File: src/rtl/csr_trap_unit.sv
// Machine-mode CSR file and trap sequencer for the 5-stage RV32 core.
// Holds mstatus, mie, mip, mtvec, mepc, mcause and mscratch, arbitrates
// interrupt / ECALL / MRET / CSR write for the instruction in MEM, and
// produces registered trap/MRET pulses plus the pipeline redirect target.
// Optional feature: define CSR_COUNTERS_EN to add mcycle/minstret (64-bit).
module csr_trap_unit #(
  parameter logic [31:0] MTVEC_RESET = 32'h0000_0100,
  parameter logic [31:0] MEPC_RESET  = 32'h0000_0000
) (
  input  logic        clk,
  input  logic        reset,
  input  logic        stall_pipl,
  input  logic        instr_valid_mem,
  input  logic [31:0] pc_mem,
  input  logic        is_csr_instr_mem,
  input  logic        csr_write_mem,
  input  logic [2:0]  fun3_mem,
  input  logic [11:0] csr_addr_mem,
  input  logic [31:0] csr_wdata_mem,
  input  logic        is_mret_mem,
  input  logic        is_ecall_mem,
  input  logic        ext_irq,
  input  logic        timer_irq,
  output logic [31:0] csr_rdata,
  output logic        trap_taken,
  output logic        mret_exec,
  output logic [31:0] redirect_pc
);

  typedef enum logic {ST_RUN, ST_FLUSH} state_t;

  localparam logic [11:0] A_MSTATUS  = 12'h300;
  localparam logic [11:0] A_MIE      = 12'h304;
  localparam logic [11:0] A_MTVEC    = 12'h305;
  localparam logic [11:0] A_MSCRATCH = 12'h340;
  localparam logic [11:0] A_MEPC     = 12'h341;
  localparam logic [11:0] A_MCAUSE   = 12'h342;
  localparam logic [11:0] A_MIP      = 12'h344;

  state_t      r_state, w_state_next;
  logic        r_mstatus_mie, r_mstatus_mpie;
  logic [31:0] r_mie, r_mtvec, r_mepc, r_mcause, r_mscratch;
  logic        r_trap_taken, r_mret_exec;
  logic [31:0] r_redirect_pc;

  logic [31:0] w_mstatus, w_mip, w_old, w_new;
  logic        w_commit, w_irq_pending, w_take_irq, w_take_ecall, w_take_mret;
  logic        w_csr_op, w_csr_wr;

  // MPP is hardwired to M-mode; only MIE and MPIE are stored.
  assign w_mstatus = {19'd0, 2'b11, 3'd0, r_mstatus_mpie, 3'd0, r_mstatus_mie, 3'd0};
  // mip mirrors the live interrupt levels and has no storage.
  assign w_mip     = {20'd0, ext_irq, 3'd0, timer_irq, 7'd0};

  assign w_commit      = instr_valid_mem & ~stall_pipl & (r_state == ST_RUN);
  assign w_irq_pending = r_mstatus_mie & (|(r_mie & w_mip));
  assign w_take_irq    = w_commit & w_irq_pending;
  assign w_take_ecall  = w_commit & ~w_irq_pending & is_ecall_mem;
  assign w_take_mret   = w_commit & ~w_irq_pending & ~is_ecall_mem & is_mret_mem;
  assign w_csr_wr      = w_commit & ~w_irq_pending & ~is_ecall_mem & ~is_mret_mem &
                         is_csr_instr_mem & csr_write_mem & w_csr_op;

`ifdef CSR_COUNTERS_EN
  logic [63:0] r_mcycle, r_minstret;
`endif

  // Read mux: pre-update value of the addressed CSR, 0 for unimplemented.
  always_comb begin
    // NOTE: default first so every path assigns w_old; a missing default infers a latch.
    w_old = 32'd0;
    case (csr_addr_mem)
      A_MSTATUS:  w_old = w_mstatus;
      A_MIE:      w_old = r_mie;
      A_MTVEC:    w_old = r_mtvec;
      A_MSCRATCH: w_old = r_mscratch;
      A_MEPC:     w_old = r_mepc;
      A_MCAUSE:   w_old = r_mcause;
      A_MIP:      w_old = w_mip;
`ifdef CSR_COUNTERS_EN
      12'hB00:    w_old = r_mcycle[31:0];
      12'hB80:    w_old = r_mcycle[63:32];
      12'hB02:    w_old = r_minstret[31:0];
      12'hB82:    w_old = r_minstret[63:32];
`endif
      default:    w_old = 32'd0;
    endcase
  end

  assign csr_rdata = w_old;

  // New value for CSRRW / CSRRS / CSRRC; other encodings perform no write.
  always_comb begin
    w_new    = w_old;
    w_csr_op = 1'b1;
    case (fun3_mem)
      3'b001, 3'b101: w_new = csr_wdata_mem;
      3'b010, 3'b110: w_new = w_old | csr_wdata_mem;
      3'b011, 3'b111: w_new = w_old & ~csr_wdata_mem;
      default:        w_csr_op = 1'b0;
    endcase
  end

  // Next-state: any trap or MRET spends one cycle in FLUSH.
  always_comb begin
    w_state_next = r_state;
    case (r_state)
      ST_RUN:   if (w_take_irq | w_take_ecall | w_take_mret) w_state_next = ST_FLUSH;
      ST_FLUSH: w_state_next = ST_RUN;
      default:  w_state_next = ST_RUN;
    endcase
  end

  // State register.
  always_ff @(posedge clk) begin
    if (reset) r_state <= ST_RUN;
    else       r_state <= w_state_next;
  end

  // Architectural CSR updates and trap/MRET pulses, in priority order.
  always_ff @(posedge clk) begin
    // NOTE: non-blocking throughout so every update sees this cycle's old values.
    if (reset) begin
      r_mstatus_mie  <= 1'b0;
      r_mstatus_mpie <= 1'b0;
      r_mie          <= 32'd0;
      r_mtvec        <= MTVEC_RESET;
      r_mepc         <= MEPC_RESET;
      r_mcause       <= 32'd0;
      r_mscratch     <= 32'd0;
      r_trap_taken   <= 1'b0;
      r_mret_exec    <= 1'b0;
      r_redirect_pc  <= 32'd0;
    end else begin
      r_trap_taken <= 1'b0;
      r_mret_exec  <= 1'b0;
      if (w_take_irq || w_take_ecall) begin
        r_mepc         <= pc_mem;
        r_mcause       <= w_take_ecall ? 32'd11 :
                          (ext_irq & r_mie[11]) ? {1'b1, 31'd11} : {1'b1, 31'd7};
        r_mstatus_mpie <= r_mstatus_mie;
        r_mstatus_mie  <= 1'b0;
        r_redirect_pc  <= r_mtvec;
        r_trap_taken   <= 1'b1;
      end else if (w_take_mret) begin
        r_mstatus_mie  <= r_mstatus_mpie;
        r_mstatus_mpie <= 1'b1;
        r_redirect_pc  <= r_mepc;
        r_mret_exec    <= 1'b1;
      end else if (w_csr_wr) begin
        case (csr_addr_mem)
          A_MSTATUS: begin
            r_mstatus_mie  <= w_new[3];
            r_mstatus_mpie <= w_new[7];
          end
          A_MIE:      r_mie      <= w_new & 32'h0000_0880;
          A_MTVEC:    r_mtvec    <= {w_new[31:2], 2'b00};
          A_MSCRATCH: r_mscratch <= w_new;
          A_MEPC:     r_mepc     <= {w_new[31:2], 2'b00};
          A_MCAUSE:   r_mcause   <= w_new;
          default:    ;
        endcase
      end
    end
  end

`ifdef CSR_COUNTERS_EN
  logic [63:0] w_cyc_inc, w_ret_inc;
  logic        w_retire;

  assign w_retire  = w_commit & ~w_take_irq & ~w_take_ecall;
  assign w_cyc_inc = r_mcycle + 64'd1;
  assign w_ret_inc = r_minstret + {63'd0, w_retire};

  // Counters; a CSR write to a half replaces that half's increment.
  always_ff @(posedge clk) begin
    if (reset) begin
      r_mcycle   <= 64'd0;
      r_minstret <= 64'd0;
    end else begin
      r_mcycle[31:0]    <= (w_csr_wr && csr_addr_mem == 12'hB00) ? w_new : w_cyc_inc[31:0];
      r_mcycle[63:32]   <= (w_csr_wr && csr_addr_mem == 12'hB80) ? w_new :
                           (w_csr_wr && csr_addr_mem == 12'hB00) ? r_mcycle[63:32] :
                           w_cyc_inc[63:32];
      r_minstret[31:0]  <= (w_csr_wr && csr_addr_mem == 12'hB02) ? w_new : w_ret_inc[31:0];
      r_minstret[63:32] <= (w_csr_wr && csr_addr_mem == 12'hB82) ? w_new :
                           (w_csr_wr && csr_addr_mem == 12'hB02) ? r_minstret[63:32] :
                           w_ret_inc[63:32];
    end
  end
`endif

  assign trap_taken  = r_trap_taken;
  assign mret_exec   = r_mret_exec;
  assign redirect_pc = r_redirect_pc;

endmodule

File: config.mk
export PLATFORM = sky130hd
export DESIGN_NAME = csr_trap_unit
export DESIGN_NICKNAME = d
export VERILOG_FILES = /design/src/rtl/csr_trap_unit.sv
export SDC_FILE = /design/constraint.sdc
export NUM_CORES = 1
export LEC_CHECK = 0
export CAP_MARGIN = 0
export CORE_MARGIN = 4
export CORE_UTILIZATION = 30
export CTS_BUF_LIST = sky130_fd_sc_hd__clkbuf_4
export CTS_CLUSTER_SIZE = 30
export DETAILED_ROUTE_END_ITERATION = 8
export SETUP_SLACK_MARGIN = 0.3
export SLEW_MARGIN = 15
export SYNTH_ARGS = -nofsm -noshare
export SYNTH_HDL_FRONTEND = slang
export SYNTH_SLANG_ARGS = --single-unit
File: constraint.sdc
create_clock -name clk -period 5.2 [get_ports clk]
set_clock_uncertainty 0.2 [all_clocks]
set_input_delay 1.04 -clock clk [delete_from_list [all_inputs] [get_ports clk]]
set_output_delay 1.04 -clock clk [all_outputs]
set_load 0.05 [all_outputs]
# After elaboration in Yosys (flattened, before gate mapping)
# Cells that the tools add are included.
# totals
ff_bits	165
elab_cells	99
# op_classes
eq_ne	14
muxes	26
n_bitwise	26
n_reduce_logical	22
# op_table
op	n
$mux 32	11
$pmux 32 s7	1
$pmux 32 s3	1
$eq 12x10->1 const B	7
$and 32x32->32	1
$not 32->32	1
$or 32x32->32	1
$reduce_or 32->1	1
$and 1x1->1	13
$and 12x12->12	1
$reduce_and 4->1	3
$reduce_bool 2->1	6
$mux 1	11
$eq 3x3->1 const B	3
$reduce_or 2->1	4
$not 1->1	7
$eq 3x2->1 const B	2
$reduce_and 3->1	2
$reduce_bool 3->1	2
$reduce_or 6->1	1
$mux 4	1
$reduce_and 2->1	2
$eq 3x1->1 const B	1
$ne 2x1->1 const B	1
other kinds (3)	4

# Logic depth before layout (Yosys ltp)
# Gate-level depths: netlist (run 1).
# logic_depth
ltp_word	13
depth_mapped	9

# Worst setup path before layout (run 1)
# Ideal clock, no wire load.
# synth_timing
path_type	input to output
from	in csr_addr_mem[5]
to	out csr_rdata[28]
t_arrival_ps	2813
required_ps	3960
path_slack_ps	1147
path_stages	6
path_cell_list	or4_1 > buf_6 > nor2_8 > buf_8 > a22oi_1 > nor2_1
# synth_between
elab_chain_cells	2
# synth_rtl
item	line	rtl
from (decl)	18	input logic [11:0] csr_addr_mem,
$eq 12x10->1	71	case (csr_addr_mem)
$pmux 32 s7 (*)	71	
to (decl)	24	output logic [31:0] csr_rdata,
# Mark *: on every way between the ends. The rest lies on a longest branch, timed or not.

# Worst setup path after layout (run 1)
# layout_timing
from	in csr_addr_mem[5]
to	out csr_rdata[12]
# The elaborated chain is that of the path after synthesis.

==> reports/metrics.json, run 1 <==
{
  "result_of_the_run": {"value": "finished clean"},
  "worst_ep_required_time": {"value": 3.96, "unit": "ns"},
  "drtIter0Drc": {"value": 682},
  "grt_pass1_vias": {"value": 8251},
  "drt-total-wl": {"value": 31400, "unit": "µm"},
  "worstSetupStartpointType": {"value": "input port"},
  "gr-usage-met1": {"value": 26.4, "unit": "%"},
  "grt_setup_unrepaired": {"value": "false"},
  "finish.net_count": {"value": 1224},
  "post-place-ws": {"value": 0.567, "unit": "ns"},
  "grt_first_pass_wirelength": {"value": 48000, "unit": "µm"},
  "report.final.hold_viol_count": {"value": 0},
  "clk_pin_slew": {"value": 0.14, "unit": "ns"},
  "dpl_cell_area": {"value": 10800, "unit": "µm²"},
  "multi_input_comb_area": {"value": 4790, "unit": "µm²"},
  "drv.max_cap_violation_count": {"value": 0},
  "drt.antenna.violating_nets": {"value": 0},
  "post_route_cells_drive_above_1_share": {"value": 15.3, "unit": "%"},
  "post-route-min-period": {"value": 4.65, "unit": "ns"},
  "synth_sequential_area_ratio": {"value": 38.7, "unit": "%"},
  "worst_hold_startpoint": {"value": "r_mcause[9]$_SDFFE_PP0P_"},
  "power_density": {"value": 224, "unit": "nW/µm²"},
  "post_cts_resized": {"value": 0},
  "synthArstFlopShare": {"value": 0, "unit": "%"},
  "via_count": {"value": 8467},
  "row_count": {"value": 61},
  "static-leakage-power": {"value": 3.60, "unit": "nW"},
  "io_pins": {"value": 155},
  "gr-max-usage-layer": {"value": "met2"},
  "routed_wire_length_per_instance": {"value": 20.5, "unit": "µm"},
  "timing_worst_slew_pin_value": {"value": 0.738, "unit": "ns"},
  "hpwlAfterDp": {"value": 20700, "unit": "µm"},
  "synth_seq_cells": {"value": 165},
  "critical_path.reg2reg.endpoint": {"value": "r_mepc[27]$_SDFFE_PP0P_"},
  "final_standard_cell_count_with_taps_included_and_fillers_excluded": {"value": 1527},
  "syn-num-nets": {"value": 1106},
  "cts.htree.levels": {"value": 4},
  "area_delta_synth_final": {"value": 29.3, "unit": "%"},
  "initial_antenna_violation_count": {"value": 1},
  "remaining_drc_errors": {"value": 0},
  "synth_edf_count": {"value": 0},
  "vias_per_cell": {"value": 5.54},
  "critical_path_endpoint_category": {"value": "primary output"},
  "groute.layer.met3.usage": {"value": 4.88, "unit": "%"},
  "holdCritPathClass": {"value": "reg -> reg"},
  "grt_remaining_overflow": {"value": 0},
  "data_arrival_at_the_endpoint_of_the_critical_path": {"value": 3.41, "unit": "ns"},
  "design.die.area": {"value": 31200, "unit": "µm²"},
  "worst_hold_path.endpoint": {"value": "r_mcause[9]$_SDFFE_PP0P_"},
  "floorplan.die.height": {"value": 177, "unit": "µm"},
  "cts.root.buffer_cell": {"value": "clkbuf_4"},
  "fmaxAchievable": {"value": 0.215, "unit": "GHz"},
  "clkLatencyLatePin": {"value": 0.58, "unit": "ns"},
  "critical_path.cell_chain": {"value": "clkdlybuf4s50_1 -> or4_1 -> a2111oi_2 -> a21oi_1 -> nor2_1 -> buf_12"},
  "yosysUniqueCellTypes": {"value": 75},
  "die_width": {"value": 177, "unit": "µm"},
  "tritoncts": {"value": "built"},
  "numClockSinks": {"value": 165},
  "worst_hold_slack": {"value": 0.260, "unit": "ns"},
  "timing.final.max_slew_violations": {"value": 0},
  "floorplan.initialDensity": {"value": 30.5, "unit": "%"},
  "cts_inserted_buffers": {"value": 17},
  "post_synthesis_instance_area": {"value": 8530, "unit": "µm²"},
  "path_class": {"value": "in -> out"},
  "grt_max_degree": {"value": 51},
  "worst_path_max_delay_cell": {"value": "or4_1"},
  "min_path_cells": {"value": 2},
  "ys.flop_type": {"value": "dfxtp_1"},
  "worst_ir_drop_vdd": {"value": 0.000127, "unit": "V"},
  "area.sequential": {"value": 3300, "unit": "µm²"},
  "grt.total_usage": {"value": 19.7, "unit": "%"},
  "timing.critical_path.fanout_max": {"value": 8},
  "layout_common_cells": {"value": "dfxtp_1 (165), nand2_1 (145), clkdlybuf4s50_1 (119)"},
  "regToRegStartpoint": {"value": "r_mie[11]$_SDFFE_PP0P_"},
  "fin_area": {"value": 11000, "unit": "µm²"},
  "num-fill-cells": {"value": 2858},
  "setup_total_negative_slack": {"value": 0, "unit": "ns"},
  "leading_cell_type_in_the_layout_fill_and_taps_excluded": {"value": "dfxtp_1"},
  "clockBufferDepth": {"value": 2},
  "placed_cells": {"value": 1494},
  "finalCritPeriodShare": {"value": 89.5, "unit": "%"},
  "firstDrtPassIters": {"value": 5},
  "setup_violations": {"value": 0},
  "groute.layer.met2.usage": {"value": 31.5, "unit": "%"},
  "routabilityCongestion": {"value": 0.852},
  "crit_path_max_incr_delay": {"value": 0.82, "unit": "ns"},
  "core-area": {"value": 27900, "unit": "µm²"},
  "post_synthesis_cell_count": {"value": 1017},
  "slew_headroom": {"value": 50.6, "unit": "%"},
  "cts-hold-fix-buffers": {"value": 0},
  "io_buffer_count": {"value": 153},
  "synth_area_per_cell": {"value": 8.38, "unit": "µm²"},
  "worst-r2r-setup-slack": {"value": 2.38, "unit": "ns"},
  "finalWorstSetupSlack": {"value": 0.546, "unit": "ns"},
  "synth.yosys.warnings": {"value": 0},
  "worstRegToRegCells": {"value": 7},
  "post-cts-setup-buffer-count": {"value": 0}
}
-- Yosys cell counts, drive strengths merged (6+ instances only) --
library cell	count	share of area [%]
inv	14	0.62
nor3	8	0.53
and2	6	0.44
clkbuf	48	2.1
a32o	22	2.6
a22oi	53	4.8
mux2i	14	1.6
a211oi	16	1.8
a311oi	32	3.4
a22o	27	2.8
a21oi	46	2.7
and3	13	0.97
a31oi	32	2.6
nand3	19	1.2
nor2	85	4.1
o21ai	113	6.6
dfxtp	165	39
buf	42	2.8
nand2	145	6.4
o2bb2ai	29	4.2
or2	27	2.0
-- state kept, by name, summed over array words and instances, names as in the netlist --
signal / count
r_mcause: 32
r_mepc: 32
r_mscratch: 32
redirect_pc: 32
r_mtvec: 30
r_mie: 2
mret_exec: 1
r_mstatus_mie: 1
r_mstatus_mpie: 1
r_state: 1
trap_taken: 1
-- how the worst max path moves through the flow --
stage,start,end,depth (start not counted)
final,csr_addr_mem[5],csr_rdata[12],6
after global routing,csr_addr_mem[5],csr_rdata[12],6
after CTS,csr_addr_mem[5],csr_rdata[12],6
after detailed placement,csr_addr_mem[5],csr_rdata[12],6
after global placement,csr_addr_mem[5],csr_rdata[12],6
after floorplan,csr_addr_mem[5],csr_rdata[28],6
-- layout make-up --
type	count	area share (%)
multi-input cells	748	43.4
flip-flops and latches	165	30.0
repair buffers	189	19.4
well taps	378	4.29
clock inverters	15	1.33
clock buffers	17	1.16
inverters	14	0.477
diodes	1	0.0227
-- routing by layer --
| layer | vias up | wire length [µm] |
|---|---|---|
| li1 | 4022 | - |
| met1 | 4056 | 13800 |
| met2 | 350 | 14400 |
| met3 | 39 | 2540 |
| met4 | 0 | 541 |
| met5 | - | 0 |
-- kinds of logic after synthesis --
| kind of cell | Yosys count | share of synthesized area, % |
|---|---|---|
| multiplexers | 14 | 1.64 |
| AND/OR/NAND/NOR | 336 | 18.9 |
| flip-flops | 165 | 38.7 |
| AO/OA/AOI/OAI | 394 | 34.8 |
| buffers and inverters | 104 | 5.52 |
| XOR/XNOR | 4 | 0.411 |
-- critical path, delay by kind of cell --
| family | cells | cell delay, ns |
|---|---|---|
| AO/OA/AOI/OAI | 2 | 0.64 |
| AND/OR/NAND/NOR | 2 | 1.09 |
| buffers and inverters | 2 | 0.64 |
-- stage by stage --
step           util [%]  power (mW)
6_report           39.5        2.47
3_5_place_dp       38.5        1.74
5_1_grt            39.5        2.57
3_3_place_gp       38.5        1.73
4_1_cts            39.5        2.49
2_1_floorplan         -        1.55
-- report_power, final --
group          switching, mW  internal (mW)
registers             0.0201           1.29
clock network          0.508          0.249
logic                  0.245          0.153
Note: power is estimated with default switching activity, not from simulation.
==> inputs of run 2 (changes only) <==
--- a/config.mk
+++ b/config.mk
@@ -6,11 +6,11 @@
 export NUM_CORES = 1
 export LEC_CHECK = 0
 export CAP_MARGIN = 0
-export CORE_MARGIN = 4
 export CORE_UTILIZATION = 30
 export CTS_BUF_LIST = sky130_fd_sc_hd__clkbuf_4
 export CTS_CLUSTER_SIZE = 30
 export DETAILED_ROUTE_END_ITERATION = 8
+export GPL_TIMING_DRIVEN = 0
 export SETUP_SLACK_MARGIN = 0.3
 export SLEW_MARGIN = 15
 export SYNTH_ARGS = -nofsm -noshare
==> constraint.sdc (replaced) <==
create_clock -name clk -period 5.15 [get_ports clk]
set_clock_uncertainty 0.2 [all_clocks]
set_input_delay 1.03 -clock clk [delete_from_list [all_inputs] [get_ports clk]]
set_output_delay 1.03 -clock clk [all_outputs]
set_load 0.05 [all_outputs]
==> run 2 against run 1 <==
Global-route usage is 5.5 points higher. Register-to-register slack worse by 0.45 ns. Wire length is 16% higher. Via count is 7.1% higher. Sequential cell count stayed put. Cell area is 0.54% lower. Combinational power is 6.5% higher. Sequential power hardly changed. Setup slack worse by 0.19 ns. Non-clock buffer count is 54 higher.
==> reports/metrics.json, run 2 (synthesis gave the netlist of run 1 again) <==
{
  "critical_path.cell_chain": {"value": "clkdlybuf4s50_1 -> nor2_1 -> nand3_2 -> nor3_4 -> buf_4 -> clkbuf_4 -> a22o_1 -> clkdlybuf4s15_2"},
  "sw_frac_of_total": {"value": 30.4, "unit": "%", "change": "-0.95 points"},
  "io_pins": {"value": 155, "change": "unchanged"},
  "path_class": {"value": "in -> out"},
  "worst_ir_drop_vdd": {"value": 0.000110, "unit": "V", "change": "-14%"},
  "post_route_cells_drive_above_1_share": {"value": 14.8, "unit": "%", "change": "-0.52 points"},
  "grt_first_pass_wirelength": {"value": 53800, "unit": "µm", "change": "+12%"},
  "cell_internal_pwr": {"value": 1.91, "unit": "mW", "change": "+13%"},
  "leading_cell_type_in_the_layout_fill_and_taps_excluded": {"value": "dfxtp_1"},
  "worst_ep_required_time": {"value": 3.92, "unit": "ns", "change": "-0.04 ns"},
  "switching_power": {"value": 0.833, "unit": "mW", "change": "+7.7%"},
  "remaining_drc_errors": {"value": 0, "change": "unchanged"},
  "dpl_cell_area": {"value": 10500, "unit": "µm²", "change": "-2.3%"},
  "cts-hold-fix-buffers": {"value": 0, "change": "unchanged"},
  "floorplan.initialDensity": {"value": 30.6, "unit": "%", "change": "+0.084 points"},
  "crit_path_max_incr_delay": {"value": 0.55, "unit": "ns", "change": "-0.27 ns"},
  "cts.root.buffer_cell": {"value": "clkbuf_4"},
  "drv.max_cap_violation_count": {"value": 0, "change": "unchanged"},
  "p_comb_share": {"value": 15.4, "unit": "%", "change": "-0.7 points"},
  "grt_max_degree": {"value": 17, "change": "-67%"},
  "layout.core_utilization": {"value": 39.4, "unit": "%", "change": "-0.11 points"},
  "drt.antenna.violating_nets": {"value": 0, "change": "unchanged"},
  "setup_violations": {"value": 0, "change": "unchanged"},
  "grt_pass1_vias": {"value": 8503, "change": "+3.1%"},
  "hpwlAfterDp": {"value": 26200, "unit": "µm", "change": "+26%"},
  "finish.net_count": {"value": 1278, "change": "+4.4%"},
  "power_frac_clock": {"value": 36.1, "unit": "%", "change": "+5.4 points"},
  "cts.htree.levels": {"value": 4, "change": "unchanged"},
  "grt_remaining_overflow": {"value": 0, "change": "unchanged"},
  "timing.final.max_slew_violations": {"value": 0, "change": "unchanged"},
  "timing.critical_path.fanout_max": {"value": 10, "change": "+2"},
  "vias_per_cell": {"value": 5.73, "change": "+3.4%"},
  "io_buffer_count": {"value": 150, "change": "-2.0%"},
  "power_density": {"value": 250, "unit": "nW/µm²", "change": "+12%"},
  "layout_common_cells": {"value": "dfxtp_1 (165), nand2_1 (144), clkdlybuf4s50_1 (118)"},
  "routed_wire_length_per_instance": {"value": 23.1, "unit": "µm", "change": "+12%"},
  "power_frac_seq": {"value": 48.4, "unit": "%", "change": "-4.8 points"},
  "floorplan.die.height": {"value": 171, "unit": "µm", "change": "-3.4%"},
  "data_arrival_at_the_endpoint_of_the_critical_path": {"value": 3.56, "unit": "ns", "change": "+0.15 ns"},
  "report.final.hold_viol_count": {"value": 0, "change": "unchanged"},
  "cts_inserted_buffers": {"value": 17, "change": "unchanged"},
  "regToRegStartpoint": {"value": "r_mie[11]$_SDFFE_PP0P_"},
  "fin_area": {"value": 11000, "unit": "µm²", "change": "-0.54%"},
  "routabilityCongestion": {"value": 0.952, "change": "+12%"},
  "worst_hold_startpoint": {"value": "r_state$_SDFF_PP0_"},
  "grt_setup_unrepaired": {"value": "false"},
  "core-area": {"value": 27900, "unit": "µm²", "change": "-0.27%"},
  "multi_input_comb_area": {"value": 4790, "unit": "µm²", "change": "about the same"},
  "grt.total_usage": {"value": 25.2, "unit": "%", "change": "+5.5 points"},
  "drt-total-wl": {"value": 36500, "unit": "µm", "change": "+16%"},
  "clkLatencyLatePin": {"value": 0.61, "unit": "ns", "change": "+0.03 ns"},
  "holdCritPathClass": {"value": "reg -> reg"},
  "area.sequential": {"value": 3300, "unit": "µm²", "change": "unchanged"},
  "tritoncts": {"value": "built"},
  "design.die.area": {"value": 29100, "unit": "µm²", "change": "-6.7%"},
  "worst_path_max_delay_cell": {"value": "clkdlybuf4s50_1"},
  "static-leakage-power": {"value": 3.64, "unit": "nW", "change": "+1.1%"},
  "setup_total_negative_slack": {"value": 0, "unit": "ns", "change": "unchanged"},
  "critical_path_endpoint_category": {"value": "primary output"},
  "critPathLaunch": {"value": "csr_addr_mem[2]"},
  "die_width": {"value": 171, "unit": "µm", "change": "-3.4%"},
  "firstDrtPassIters": {"value": 5, "change": "unchanged"},
  "via_count": {"value": 9067, "change": "+7.1%"},
  "fmaxAchievable": {"value": 0.209, "unit": "GHz"},
  "numClockSinks": {"value": 165, "change": "unchanged"},
  "drtIter0Drc": {"value": 1236, "change": "+81%"},
  "clk_pin_slew": {"value": 0.15, "unit": "ns", "change": "about the same"},
  "worstSetupStartpointType": {"value": "input port"},
  "clockBufferDepth": {"value": 2, "change": "unchanged"},
  "post-route-min-period": {"value": 4.79, "unit": "ns"},
  "result_of_the_run": {"value": "finished clean"},
  "num-fill-cells": {"value": 2866, "change": "+0.28%"},
  "initial_antenna_violation_count": {"value": 1, "change": "unchanged"},
  "slew_headroom": {"value": 38.9, "unit": "%", "change": "-12 points"},
  "timing_worst_slew_pin_value": {"value": 0.917, "unit": "ns", "change": "+0.179 ns"},
  "row_count": {"value": 61, "change": "unchanged"},
  "finalCritPeriodShare": {"value": 93.0, "unit": "%"},
  "area_delta_synth_final": {"value": 28.6, "unit": "%"}
}
[run 2: cell type report]
| cell class | count | area share, % |
|---|---|---|
| multi-input cells | 748 | 43.7 |
| clock inverters | 15 | 2.21 |
| clock buffers | 17 | 1.16 |
| well taps | 378 | 4.31 |
| diodes | 1 | 0.0228 |
| plain buffers | 90 | 4.08 |
| flip-flops and latches | 165 | 30.1 |
| repair buffers | 153 | 14.0 |
| inverters | 14 | 0.479 |
[run 2: routing by layer]
metal  track usage [%]  vias up  share of wire (%)
li1                  -     4138                  -
met1              34.1     4365                 43
met5                 0        -                  0
met4              10.6        0                3.3
met3              4.83       85                9.3
met2              39.0      479                 44
[run 2: timing repair]
action                                  in CTS  in global routing
pin swaps                                    1                  1
setup buffers                                2                  1
resized for setup                          100                 11
endpoints found under the setup margin      32                 24
[run 2: power groups by stage]
stage          clock (mW)  combinational (mW)  sequential [mW]
5_1_grt              1.04               0.447             1.33
6_report            0.991               0.424             1.33
2_1_floorplan           0               0.177             1.39
4_1_cts             0.987               0.416             1.33
3_5_place_dp            0               0.411             1.35
3_3_place_gp            0               0.411             1.35
[run 2: critical path: cells and delay by family]
kind	cells	cell delay [ns]
buffers and inverters	4	1.37
AND/OR/NAND/NOR	3	0.93
AO/OA/AOI/OAI	1	0.22
[run 2: final timing paths]
check             cells past startpoint  slack (ns)                        end
setup / recovery                      8        0.36               csr_rdata[2]
hold / removal                        1        0.25         r_state$_SDFF_PP0_
setup reg to reg                      8        1.93  r_mcause[29]$_SDFFE_PP0P_
hold reg to reg                       1        0.25         r_state$_SDFF_PP0_
[run 2: metrics by stage]
| stage | power, mW | hold slack [ns] | cells | setup WS (ns) |
|---|---|---|---|---|
| 3_3_place_gp | 1.76 | 0.222 | 1545 | -1.13 |
| 2_1_floorplan | 1.57 | 0.208 | 1017 | 1.12 |
| 3_5_place_dp | 1.77 | 0.236 | 1545 | -1.09 |
| 5_1_grt | 2.82 | 0.277 | 1581 | 0.301 |
| 4_1_cts | 2.73 | 0.256 | 1579 | 0.307 |
| 6_report | 2.74 | 0.254 | 1581 | 0.360 |
